<file path="config.mk">
export PLATFORM = sky130hd
export DESIGN_NAME = pm_share_ctrl
export DESIGN_NICKNAME = d
export VERILOG_FILES = /design/src/rtl/pm_share_ctrl.sv
export SDC_FILE = /design/constraint.sdc
export NUM_CORES = 1
export LEC_CHECK = 0
export CAP_MARGIN = 20
export CORE_ASPECT_RATIO = 0.75
export CORE_MARGIN = 3
export CORE_UTILIZATION = 41
export DETAILED_ROUTE_END_ITERATION = 10
export PLACE_DENSITY = 0.8
export SLEW_MARGIN = 20
export SYNTH_ARGS = -nofsm -noshare
export SYNTH_HDL_FRONTEND = slang
export SYNTH_SLANG_ARGS = --single-unit
</file>
<file path="constraint.sdc">
create_clock -name clk -period 2.2 [get_ports clk]
set_input_delay 0.44 -clock clk [delete_from_list [all_inputs] [get_ports clk]]
set_output_delay 0.44 -clock clk [all_outputs]
set_load 0.01 [all_outputs]
</file>
<file path="src/rtl/pm_share_ctrl.sv">
// Shares one combinational W x W multiplier between two requesters.
// Round-robin request arbitration, multicycle operand hold, registered product response.
module pm_share_ctrl #(
  parameter int W          = 8,
  parameter int MUL_CYCLES = 1
) (
  input  logic           clk,
  input  logic           rst_n,
  input  logic           req0_valid,
  input  logic [W-1:0]   req0_x,
  input  logic [W-1:0]   req0_y,
  output logic           req0_ready,
  input  logic           req1_valid,
  input  logic [W-1:0]   req1_x,
  input  logic [W-1:0]   req1_y,
  output logic           req1_ready,
  output logic           rsp0_valid,
  input  logic           rsp0_ready,
  output logic           rsp1_valid,
  input  logic           rsp1_ready,
  output logic [2*W-1:0] rsp_z,
  output logic [W-1:0]   mul_x,
  output logic [W-1:0]   mul_y,
  input  logic [2*W-1:0] mul_z,
  output logic           busy
);

  typedef enum logic [1:0] {IDLE = 2'd0, MUL = 2'd1, RESP = 2'd2} state_t;

  localparam logic [3:0] CNT_INIT = 4'(MUL_CYCLES - 1);

  state_t         state_q;
  logic [W-1:0]   op_x_q, op_y_q;
  logic [2*W-1:0] res_q;
  logic           owner_q, prio_q, busy_q;
  logic [3:0]     cnt_q;
  logic           rsp0_vld_q, rsp1_vld_q;

  logic grant, accept, rsp_hs;

  // Contention goes to prio; otherwise the lone valid requester wins.
  always_comb begin
    grant      = (req0_valid & req1_valid) ? prio_q : req1_valid;
    accept     = (state_q == IDLE) & (req0_valid | req1_valid);
    req0_ready = accept & ~grant;
    req1_ready = accept & grant;
    rsp_hs     = owner_q ? (rsp1_vld_q & rsp1_ready) : (rsp0_vld_q & rsp0_ready);
  end

  always_ff @(posedge clk or negedge rst_n) begin
    if (!rst_n) begin
      state_q    <= IDLE;
      op_x_q     <= '0;
      op_y_q     <= '0;
      res_q      <= '0;
      owner_q    <= 1'b0;
      prio_q     <= 1'b0;
      cnt_q      <= 4'd0;
      rsp0_vld_q <= 1'b0;
      rsp1_vld_q <= 1'b0;
      busy_q     <= 1'b0;
    end else begin
      case (state_q)
        IDLE: if (accept) begin
          op_x_q  <= grant ? req1_x : req0_x;
          op_y_q  <= grant ? req1_y : req0_y;
          owner_q <= grant;
          prio_q  <= ~grant;
          cnt_q   <= CNT_INIT;
          busy_q  <= 1'b1;
          state_q <= MUL;
        end
        // mul_z is only sampled once the settle count runs out.
        MUL: if (cnt_q != 4'd0) begin
          cnt_q <= cnt_q - 4'd1;
        end else begin
          res_q      <= mul_z;
          rsp0_vld_q <= ~owner_q;
          rsp1_vld_q <= owner_q;
          state_q    <= RESP;
        end
        RESP: if (rsp_hs) begin
          rsp0_vld_q <= 1'b0;
          rsp1_vld_q <= 1'b0;
          busy_q     <= 1'b0;
          state_q    <= IDLE;
        end
        default: state_q <= IDLE;
      endcase
    end
  end

  assign mul_x      = op_x_q;
  assign mul_y      = op_y_q;
  assign rsp_z      = res_q;
  assign rsp0_valid = rsp0_vld_q;
  assign rsp1_valid = rsp1_vld_q;
  assign busy       = busy_q;

endmodule

</file>
======== Word-level counts from Yosys, hierarchy flattened ========
Cells that the tools add are included.
storage, ports and cells
  register bits after elaboration ......... 43
  input bits .............................. 54
  output and inout port bits .............. 37
operators by class
  add/sub/neg operators ................... 1
  equal/unequal tests ..................... 6
  muxes and demuxes ....................... 18
  bitwise gates (word level) .............. 10
  reduce and logical (&&, ||, !) cells .... 11
operators by type and width
  kind                                              number
  two-way mux 8 bit                                 2
  AND reduction 3 bit                               4
  two-way mux 4 bit                                 2
  inequality test 2 bit, second input constant      4
  case mux 4 bit (2 select lines)                   1
  bitwise AND 1 bit                                 6
  two-way mux 1 bit                                 6
  two-way mux 2 bit                                 3
  case mux 1 bit (2 select lines)                   3
  case mux 2 bit (3 select lines)                   1
  nonzero test 2 bit                                3
  AND reduction 2 bit                               2
  nonzero test 4 bit                                1
  subtractor 4 x 1 -> 4 bit, second input constant  1
  NOT 1 bit                                         3
  == test 2 x 1 -> 1 bit, second input constant     1
  == test 2 bit, second input constant              1
  logical NOT 2 bit                                 1
  OR 1 bit                                          1

======== Logic depth before layout (Yosys ltp) ========
  depth after elaboration ................. 4
  mapped depth ............................ 7
  mapped depth without buffers ............ 5

======== Worst setup path before layout ========
Ideal clock, no wire load.
  kind .................................... register to register
  start ................................... register cnt_q[0]
  end ..................................... register res_q[10] (netlist: rsp_z[10])
  setup time .............................. 125 ps
  arrival ................................. 1560 ps
  data required time ...................... 2075 ps
  path slack .............................. 515 ps
  stages on the path, launching flop included .. 8
  path buffers ............................ 2
  clock period less this slack ............ 1685 ps
  path through ............................ dfrtp_1 -> inv_1 -> ha_1 -> nor3b_2 -> and2_1 -> buf_6 -> buf_12 -> mux2_4
on the way
  cells in the longest elaborated chain, start to end .. 3
RTL lines
  what                                  RTL line  RTL
  from (decl)                           36        logic [3:0] cnt_q;
  from (signal assigned)                75        cnt_q <= cnt_q - 4'd1;
  nonzero test 4 bit                    74        MUL: if (cnt_q != 4'd0) begin
  NOT 1 bit (no source line)            n/a
  AND reduction 2 bit (no source line)  n/a
  to (signal assigned)                  77        res_q <= mul_z;
  to (decl)                             34        logic [2*W-1:0] res_q;
Every way passes these cells.
A chain may end at the register's enable or synchronous reset.

======== Worst setup path after layout ========
  start ................................... input req0_valid
  end ..................................... output req0_ready
on the way
  cells in the longest elaborated chain, start to end .. 4
RTL lines
  what                   RTL line  RTL
  from (decl)            9         input logic req0_valid,
  bitwise AND 1 bit      43        grant = (req0_valid & req1_valid) ? prio_q : req1_valid;
  two-way mux 1 bit      43
  NOT 1 bit              45        req0_ready = accept & ~grant;
  bitwise AND 1 bit (*)  45
  to (decl)              12        output logic req0_ready,
Mark *: on every way between the ends. The rest lies on a longest branch, timed or not.

==> flow_summary.json <==
{
  "status": "completed",
  "synth_area_leader_cell": "dfrtp_1",
  "gp_congestion": 0.796,
  "die_area_sq_um": 5690,
  "cts.sinks": 43,
  "clkPwrFrac": 0.120,
  "p_comb_frac": 0.521,
  "grt_max_degree": 32,
  "die_width_um": 86.1,
  "p_seq_frac": 0.359,
  "r2r_cells": 6,
  "grt_antenna_before_repair": 0,
  "reg2reg_to": "rsp_z[12]$_DFFE_PN0P_",
  "synth_fp_nets": 206,
  "gr-total-overflow": 0,
  "core_sq_um": 4550,
  "synth_common_cells": "43 x dfrtp_1, 16 x a221o_1, 15 x a21boi_0",
  "synth_top_area_frac": 0.546,
  "portBuffers": 90,
  "syn_inst": 150,
  "synthFlopType": "dfrtp_1",
  "syn_area_sq_um": 1970,
  "worstMarginPinSlew_ns": 0.671,
  "max_freq_ghz": 0.474,
  "leakagePower_nw": 1.28,
  "cts_tree": "built",
  "power_switching_mw": 1.31,
  "clockBufferDepth": 2,
  "wire_per_inst_um": 15.7,
  "grt_pass1_vias": 1616,
  "dp_slack_ns": 0.0752,
  "post-route-util": 0.659,
  "cts_root_buf": "clkbuf_8",
  "grt_pass1_wl_um": 7860,
  "clkTransAtPathRegs_ns": 0.07,
  "cp_max_fo": 4,
  "syn_to_final_growth_pct": 52.0,
  "setup_viol": 0,
  "rrSetupSlack_ns": 0.26,
  "layout_min_cycle_time_ns": 2.11,
  "drtAntennaViolNets": 0,
  "die_h_um": 66.1,
  "synth_top_family_by_area": "compound AO/OA/AOI/OAI gates",
  "yosys_register_bits": 43,
  "ys_seq_area_frac": 0.546,
  "powerDensity_nw_per_um2": 1320,
  "rsz0062_at_grt": "no",
  "cp_data_required_time_ns": 1.76,
  "worstSetupEndpointType": "output pin",
  "fin_ws_ns": 0.0881,
  "grt_use_total": 0.177,
  "synth_compound_area_frac": 0.197,
  "synth.avg_cell_area_sq_um": 13.1,
  "hold_viol": 0,
  "async_reset_ff_frac": 1.00,
  "synthAdderAreaFrac": 0.0127,
  "synth_edf_count": 0,
  "synthMuxAreaShare": 0.105,
  "yosysMostFrequentCell": "dfrtp_1",
  "vias": 1601,
  "ir_drop_mv": 0.648,
  "worstPathArrival_ns": 1.67,
  "drc": 0,
  "reg2reg_from": "cnt_q[0]$_DFFE_PN0P_",
  "drive_gt1_frac": 0.118,
  "dp_hpwl_um": 3490,
  "fin_crit_sh": 0.960,
  "p_sw_frac": 0.331,
  "max_cap_violations": 0,
  "netlist_top_cells_area": "dfrtp_1 55%, a221o_1 8.1%, a21boi_0 5.7%",
  "final-max-slew-violation-count": 0,
  "place_area_sq_um": 2910,
  "critPathKind": "in2out",
  "setup_tns_ns": 0,
  "cts_max_level": 2,
  "cts_setup_buffers": 0,
  "yosys.area_share.xor_xnor": 0.00444,
  "io_pins": 91,
  "first_pass_iters": 4,
  "fin_skew_ns": 0.00660,
  "p_int_mw": 2.65,
  "clock_latency_ns": 0.29,
  "fin_nets": 301,
  "slew_headroom": 0.553,
  "synthSimpleGateAreaFrac": 0.0831,
  "drtIter0Drc": 43,
  "wl_um": 4760,
  "yosysWarnings": 0,
  "initial_core_util": 0.434,
  "viasPerCell": 5.28,
  "num_antenna_cells": 0,
  "cts_buffers": 5,
  "min_path_type": "in2async",
  "final_area_sq_um": 3000,
  "cp-start-kind": "input pin",
  "yosysUniqueCellTypes": 37,
  "rows": 21
}
-- routing by layer --
| metal | vias to the layer above | wire (um) | track usage |
|---|---|---|---|
| met5 | - | 0 | 0 |
| met4 | 0 | 68 | 0.0514 |
| met3 | 9 | 403 | 0.0560 |
| met2 | 56 | 2150 | 0.272 |
| met1 | 784 | 2130 | 0.239 |
| li1 | 752 | - | - |
-- cells by family after synthesis --
kind of cell,Yosys count
AO/OA/AOI/OAI,49
XOR/XNOR,1
adder cells (fa/ha/maj),2
buffers and inverters,14
flip-flops,43
multiplexers,16
AND/OR/NAND/NOR,25
-- registers in the layout, indices dropped and copies added, names as in the netlist --
register	flops
rsp_z	16
mul_x	8
mul_y	8
cnt_q	4
state_q	2
busy	1
owner_q	1
prio_q	1
rsp0_valid	1
rsp1_valid	1
-- per-stage QoR --
stage	std cells	total power, mW	hold WS (ns)
floorplan	150	2.58	0.144
global placement	295	3.46	0.470
global route	303	4.25	0.225
finish	303	3.96	0.173
CTS	303	4.01	0.194
detailed placement	295	3.51	0.477
-- worst max-delay path by stage --
stage | from | endpoint
detailed placement | req0_valid | req1_ready
CTS | req0_valid | req1_ready
finish | req0_valid | req0_ready
global placement | req0_valid | req1_ready
floorplan | cnt_q[0]$_DFFE_PN0P_ | rsp_z[10]$_DFFE_PN0P_
global route | req1_valid | req0_ready
-- critical path, cell delays in order --
cell and delay, ns:
clkdlybuf4s50_1 0.51, and3_4 0.19, clkdlybuf4s50_1 0.52
-- power groups by stage --
stage,clock network (mW),registers [mW],logic [mW]
6_report,0.476,1.42,2.06
5_1_grt,0.528,1.47,2.24
4_1_cts,0.493,1.42,2.09
3_5_place_dp,0,1.43,2.08
3_3_place_gp,0,1.42,2.04
2_1_floorplan,0,1.55,1.03
-- repair_timing --
item | in CTS | in global routing
resized for setup | 0 | 3
hold buffers | 0 | 0
setup endpoints to repair | 0 | 1
-- cell type report --
cell class,count,area [sq um]
clock inverter,1,5.00
timing repair buffer,98,958
tap,57,71.3
sequential,43,1080
multi-input combinational,93,792
fill,357,1550
clock buffer,7,76.3
inverter,4,15.0
-- cell usage in the layout, fill, tap and decap left out, types with 2 or more instances in the layout --
cell type	netlist	final
dfrtp_1	43	41
a211oi_1	2	2
nand2_1	4	4
o21ai_0	3	3
a21boi_0	15	15
buf_4	0	8
nor2b_1	2	2
mux2_1	9	9
a21oi_1	6	6
a21o_1	2	2
nor3_1	2	2
a221o_1	16	16
inv_1	4	4
ha_1	2	2
mux2_4	7	7
nand3_1	3	3
clkdlybuf4s50_1	0	88
clkbuf_1	1	2
clkbuf_8	0	5
dfrtp_2	0	2
nand2b_1	3	3
No activity file was read; power rests on OpenSTA's default activity.
